--- config.mk ---
export PLATFORM = sky130hd
export DESIGN_NAME = seq_divider
export DESIGN_NICKNAME = d
export VERILOG_FILES = /design/src/rtl/seq_divider.sv
export SDC_FILE = /design/constraint.sdc
export NUM_CORES = 1
export LEC_CHECK = 0
export ABC_CLOCK_PERIOD_IN_PS = 2510
export CAP_MARGIN = 10
export CORE_UTILIZATION = 25
export DETAILED_ROUTE_END_ITERATION = 10
export PLACE_DENSITY = 0.45
export SYNTH_ARGS = -nofsm -noshare
export SYNTH_HDL_FRONTEND = slang
export SYNTH_SLANG_ARGS = --single-unit
--- constraint.sdc ---
create_clock -name i_Clock -period 2.51 [get_ports i_Clock]
set_input_delay 0.251 -clock i_Clock [delete_from_list [all_inputs] [get_ports i_Clock]]
set_output_delay 0.251 -clock i_Clock [all_outputs]
set_load 0.01 [all_outputs]
--- src/rtl/seq_divider.sv ---
// seq_divider: multi-cycle restoring divider, signed or unsigned.
//   A Start in IDLE captures Dividend, Divisor and SignedMode.
//   LOAD forms the operand magnitudes. CALC produces one quotient bit per cycle
//   for WIDTH cycles. FIX applies the result signs. DONE holds the result until Ack.
// Ports:
//   i_Clock, i_Reset          rising-edge clock; synchronous active-high reset
//   i_Start, i_SignedMode     request; operand mode (1 = two's complement)
//   i_Dividend, i_Divisor     WIDTH-bit operands, captured on the Start edge
//   i_Ack                     consumer took the result; releases DONE
//   o_Busy                    high in every state except IDLE
//   o_ResultValid             high only in DONE
//   o_Quotient, o_Remainder   results; zero outside DONE
//   o_DivByZero, o_Overflow   status flags; zero outside DONE
module seq_divider #(
  parameter int WIDTH = 8
) (
  input  logic             i_Clock,
  input  logic             i_Reset,
  input  logic             i_Start,
  input  logic             i_SignedMode,
  input  logic [WIDTH-1:0] i_Dividend,
  input  logic [WIDTH-1:0] i_Divisor,
  input  logic             i_Ack,
  output logic             o_Busy,
  output logic             o_ResultValid,
  output logic [WIDTH-1:0] o_Quotient,
  output logic [WIDTH-1:0] o_Remainder,
  output logic             o_DivByZero,
  output logic             o_Overflow
);

  typedef enum logic [2:0] {S_IDLE, S_LOAD, S_CALC, S_FIX, S_DONE} state_t;

  localparam logic [WIDTH-1:0] ONE     = WIDTH'(1);
  localparam logic [WIDTH-1:0] LAST    = WIDTH'(WIDTH - 1);
  localparam logic [WIDTH-1:0] MOSTNEG = {1'b1, {(WIDTH-1){1'b0}}};

  state_t           r_State;
  logic [WIDTH-1:0] r_Dvd, r_Dvs;        // captured operands
  logic             r_Signed;
  logic [WIDTH:0]   r_A;                 // partial remainder, one spare bit
  logic [WIDTH-1:0] r_Q;                 // dividend shifting out, quotient shifting in
  logic [WIDTH-1:0] r_D;                 // divisor magnitude
  logic [WIDTH-1:0] r_Count;
  logic             r_QNeg, r_RNeg;      // result signs

  logic             w_DvdNeg, w_DvsNeg;
  logic [WIDTH-1:0] w_DvdMag, w_DvsMag;
  logic [WIDTH:0]   w_AShift, w_Trial;
  logic [WIDTH-1:0] w_QFix, w_RFix;
  logic             w_Ovf;

  assign w_DvdNeg = r_Signed & r_Dvd[WIDTH-1];
  assign w_DvsNeg = r_Signed & r_Dvs[WIDTH-1];
  assign w_DvdMag = w_DvdNeg ? (~r_Dvd + ONE) : r_Dvd;
  assign w_DvsMag = w_DvsNeg ? (~r_Dvs + ONE) : r_Dvs;

  // A < D holds before every step, so the shifted value is below 2*D.
  // A WIDTH+1-bit result is therefore enough, and its top bit is the sign
  // of the trial subtraction.
  assign w_AShift = {r_A[WIDTH-1:0], r_Q[WIDTH-1]};
  assign w_Trial  = w_AShift - {1'b0, r_D};

  assign w_QFix = r_QNeg ? (~r_Q + ONE) : r_Q;
  assign w_RFix = r_RNeg ? (~r_A[WIDTH-1:0] + ONE) : r_A[WIDTH-1:0];
  // The most-negative quotient wraps back to itself when negated.
  // Only the flag marks this case.
  assign w_Ovf  = r_Signed & (r_Dvd == MOSTNEG) & (r_Dvs == '1);

  always_ff @(posedge i_Clock) begin
    if (i_Reset) begin
      r_State       <= S_IDLE;
      r_Dvd         <= '0;
      r_Dvs         <= '0;
      r_Signed      <= 1'b0;
      r_A           <= '0;
      r_Q           <= '0;
      r_D           <= '0;
      r_Count       <= '0;
      r_QNeg        <= 1'b0;
      r_RNeg        <= 1'b0;
      o_Busy        <= 1'b0;
      o_ResultValid <= 1'b0;
      o_Quotient    <= '0;
      o_Remainder   <= '0;
      o_DivByZero   <= 1'b0;
      o_Overflow    <= 1'b0;
    end else begin
      case (r_State)
        S_IDLE: if (i_Start) begin
          r_Dvd    <= i_Dividend;
          r_Dvs    <= i_Divisor;
          r_Signed <= i_SignedMode;
          o_Busy   <= 1'b1;
          r_State  <= S_LOAD;
        end
        S_LOAD: begin
          r_Count <= '0;
          r_A     <= '0;
          r_Q     <= w_DvdMag;
          r_D     <= w_DvsMag;
          r_QNeg  <= w_DvdNeg ^ w_DvsNeg;
          r_RNeg  <= w_DvdNeg;
          if (r_Dvs == '0) begin
            o_Quotient    <= '1;
            o_Remainder   <= r_Dvd;
            o_DivByZero   <= 1'b1;
            o_Overflow    <= 1'b0;
            o_ResultValid <= 1'b1;
            r_State       <= S_DONE;
          end else begin
            r_State <= S_CALC;
          end
        end
        S_CALC: begin
          if (w_Trial[WIDTH]) begin
            r_A <= w_AShift;
            r_Q <= {r_Q[WIDTH-2:0], 1'b0};
          end else begin
            r_A <= w_Trial;
            r_Q <= {r_Q[WIDTH-2:0], 1'b1};
          end
          r_Count <= r_Count + ONE;
          if (r_Count == LAST) r_State <= S_FIX;
        end
        S_FIX: begin
          o_Quotient    <= w_QFix;
          o_Remainder   <= w_RFix;
          o_DivByZero   <= 1'b0;
          o_Overflow    <= w_Ovf;
          o_ResultValid <= 1'b1;
          r_State       <= S_DONE;
        end
        S_DONE: if (i_Ack) begin
          o_Busy        <= 1'b0;
          o_ResultValid <= 1'b0;
          o_Quotient    <= '0;
          o_Remainder   <= '0;
          o_DivByZero   <= 1'b0;
          o_Overflow    <= 1'b0;
          r_State       <= S_IDLE;
        end
        default: r_State <= S_IDLE;
      endcase
    end
  end

endmodule

==> impl_metrics.tcl <==
set metrics [dict create \
    path_cells "inv_2, ha_2, inv_1, fa_2, a211oi_4, o211ai_2, a221oi_2, buf_6, mux2i_2, o21ai_2" \
    finalSetupTns_ns 0 \
    synth_ff_type "dfxtp_1" \
    vdd_drop_max_mv 0.387 \
    r2r_cells 10 \
    numCtsBuffers 9 \
    post-route-period-util_pct 92.9 \
    status "finished clean" \
    cap_violations 0 \
    grt_pass1_vias 3491 \
    viasPerCell 4.78 \
    r2r_slack_ns 0.18 \
    crit_arrival_ns 2.56 \
    p_leak_nw 1.81 \
    grt_antenna_before_repair 0 \
    synth.area.top_cells "dfxtp_1 (37%), nand2_1 (7.4%), a21oi_1 (5.5%)" \
    diodes 0 \
    wl_um 10900 \
    drt_iter0_drc 214 \
    syn_avg_cell_area_um2 8.13 \
    nets 569 \
    grt_pass1_wl_um 18000 \
    critPathKind "flip-flop to flip-flop" \
    reg2reg_to "r_A[6]$_SDFFE_PP0P_" \
    routedWlPerCell_um 14.5 \
    grt_overflow_total 0 \
    placed_cell_area_mm2 0.00466 \
    synth-async-reset-ratio_pct 0 \
    post-route-min-period_ns 2.33 \
    fmax_mhz 429 \
    synth_edf_count 0 \
    core-area_mm2 0.0158 \
    htree_levels 3 \
    dieWidth_um 129 \
    dpl.hpwl_um 8280 \
    track_usage_pct 14.0 \
    netlist_instances 495 \
    drive_above_1_share_pct 10.8 \
    worstHoldPathType "primary input to flip-flop" \
    grt_max_degree 34 \
    ant_nets 0 \
    critPathLaunchType "flip-flop" \
    ys_ff_latch 74 \
    critPathCapture "r_A[6]$_SDFFE_PP0P_" \
    drcViolationCount 0 \
    synth_nets 531 \
    path_clk_slew_ns 0.06 \
    rsz0062_at_grt "false" \
    finalCoreUtilization_pct 31.9 \
    num_vias 3607 \
    syn_to_final_growth_pct 25.0 \
    critPathMaxFanout 7 \
    fp-row-count 46 \
    cp.required_ns 2.74 \
    final_cell_area_mm2 0.00503 \
    dr.pass1.iters 4 \
    pin_count 41 \
    syn-cell-area_mm2 0.00402 \
    relSlewSlack_pct 56.8 \
    start_util_pct 25.5 \
    cts_tree "done" \
    place_congestion 0.817 \
    die-area_mm2 0.0166 \
    slowest_delay_ns 0.39 \
    insertion_delay_ns 0.33 \
    ys_warn_count 0 \
    setup_viol 0 \
    tightest_slew_ns 0.648 \
    ys_seq_area_share_pct 36.8 \
    yosysUniqueCellTypes 67 \
    crit_path_start "r_Q[7]$_SDFFE_PP0P_" \
    synth.largest_area_cell "dfxtp_1" \
    root_buffer "clkbuf_16" \
    end_kind "flip-flop" \
    slew_viol_final 0 \
    finClkSkew_ns 0.00476 \
    clock_path_buffers 2 \
    io_buffer_count 40 \
    crit_path_top_delay_cell "fa_2" \
    cts_sinks 74 \
    reg2reg_from "r_Q[7]$_SDFFE_PP0P_" \
    die_h_um 129 \
    powerDensity_mw_per_mm2 750 \
    netlist.area_leader.share_pct 36.8 \
    hold_viol 0 \
]
## how the worst min path moves through the flow
stage / startpoint / endpoint / slack, ns / cells after the start
after floorplan: i_Dividend[6] / r_Dvd[6]$_SDFFE_PP0P_ / 0.39 / 2
after global placement: o_DivByZero$_SDFFE_PP0P_ / o_DivByZero$_SDFFE_PP0P_ / 0.45 / 2
after detailed placement: o_DivByZero$_SDFFE_PP0P_ / o_DivByZero$_SDFFE_PP0P_ / 0.45 / 2
after CTS: i_Reset / r_Q[0]$_SDFFE_PP0P_ / 0.43 / 2
after global routing: i_Reset / r_RNeg$_SDFFE_PP0P_ / 0.46 / 2
final: i_Reset / r_Q[2]$_SDFFE_PP0P_ / 0.43 / 2
## per-stage QoR
step	power, mW	setup slack [ns]	std cells	hold slack [ns]
3_5_place_dp	2.32	0.134	735	0.449
6_report	3.77	0.179	754	0.433
5_1_grt	3.98	0.00619	754	0.461
4_1_cts	3.78	0.125	751	0.434
3_3_place_gp	2.31	0.181	735	0.446
2_1_floorplan	2.03	0.170	495	0.387
## logic make-up after synthesis
group           count (synthesis)  share of synthesized area [%]
buf+inv                        53                           5.79
compound gates                129                           23.0
fa+ha+maj                      15                           4.85
flops                          74                           36.8
xor+xnor                       27                           5.88
mux                             8                           2.02
simple gates                  189                           21.6
## power breakdown
part	switching (mW)	leakage [nW]	internal [mW]	total (mW)
Combinational	0.523	1.04	0.426	0.949
Sequential	0.114	0.603	1.27	1.38
Clock	0.491	0.165	0.950	1.44
Total	1.13	1.81	2.65	3.77
## final cells by class
type	count	area, um2
clock buffer	12	267
clock inverter	4	72.6
fill	1674	10700
inverter	23	86.3
multi-input combinational	368	2330
sequential	74	1480
tap	216	270
timing repair buffer	57	524
## worst max-delay path: cells and delay by family (launching register included)
family          cells  cell delay [ns]
compound gates      4             0.83
fa+ha+maj           2             0.55
buf+inv             3             0.29
flops               1             0.33
mux                 1             0.22
## layout by cell type, fill, tap and decap left out, types with 7 or more instances in the layout
| master | count |
|---|---|
| o21ai_0 | 12 |
| dfxtp_1 | 73 |
| buf_4 | 15 |
| a211oi_1 | 7 |
| inv_1 | 22 |
| xnor2_1 | 16 |
| clkbuf_16 | 9 |
| nand2b_1 | 7 |
| a21oi_1 | 44 |
| nand3_1 | 11 |
| nor2_1 | 51 |
| a31oi_1 | 9 |
| a221oi_1 | 8 |
| ha_1 | 13 |
| nor3_1 | 11 |
| clkdlybuf4s50_1 | 39 |
| xor2_1 | 11 |
| nand2_1 | 79 |
## registers in the layout, summed over array words and instances, names as in the netlist
register       cells
r_QNeg             1
r_Dvd              8
r_Q                8
r_A                8
o_Remainder        8
o_Overflow         1
o_ResultValid      1
o_DivByZero        1
r_Signed           1
r_Dvs              8
r_Count            8
r_State            3
r_D                8
o_Busy             1
o_Quotient         8
r_RNeg             1
## repair_timing
item,in CTS,in global routing
setup endpoints to repair,0,4
hold buffers,0,0
resized for setup,0,6
buffers inserted,0,2
endpoints found under the hold margin,0,0
## synth_stat cells, types with 3 or more instances
cell type / n
buf_2: 3
or3_1: 4
a221oi_1: 8
mux2i_1: 7
a222oi_1: 6
clkbuf_1: 20
inv_1: 23
nand2_1: 79
nand3_1: 11
nor4_1: 3
o31ai_1: 6
a211oi_1: 7
a21oi_1: 44
ha_1: 14
nand4_1: 5
dfxtp_1: 74
a31oi_1: 9
or4_1: 4
nand2b_1: 7
o21ai_0: 12
xor2_1: 11
nor3_1: 11
nor2_1: 51
nand3b_1: 4
buf_6: 3
xnor2_1: 16
o311ai_0: 4
## routing by layer
layer  GRT usage [%]  part of all wire (%)  vias up
li1                -                     -     1846
met2            22.3                    45       70
met1            19.1                    49     1683
met4            4.43                  0.89        0
met3            2.54                   4.6        8
met5               0                     0        -
Note: power is estimated with default switching activity, not from simulation.
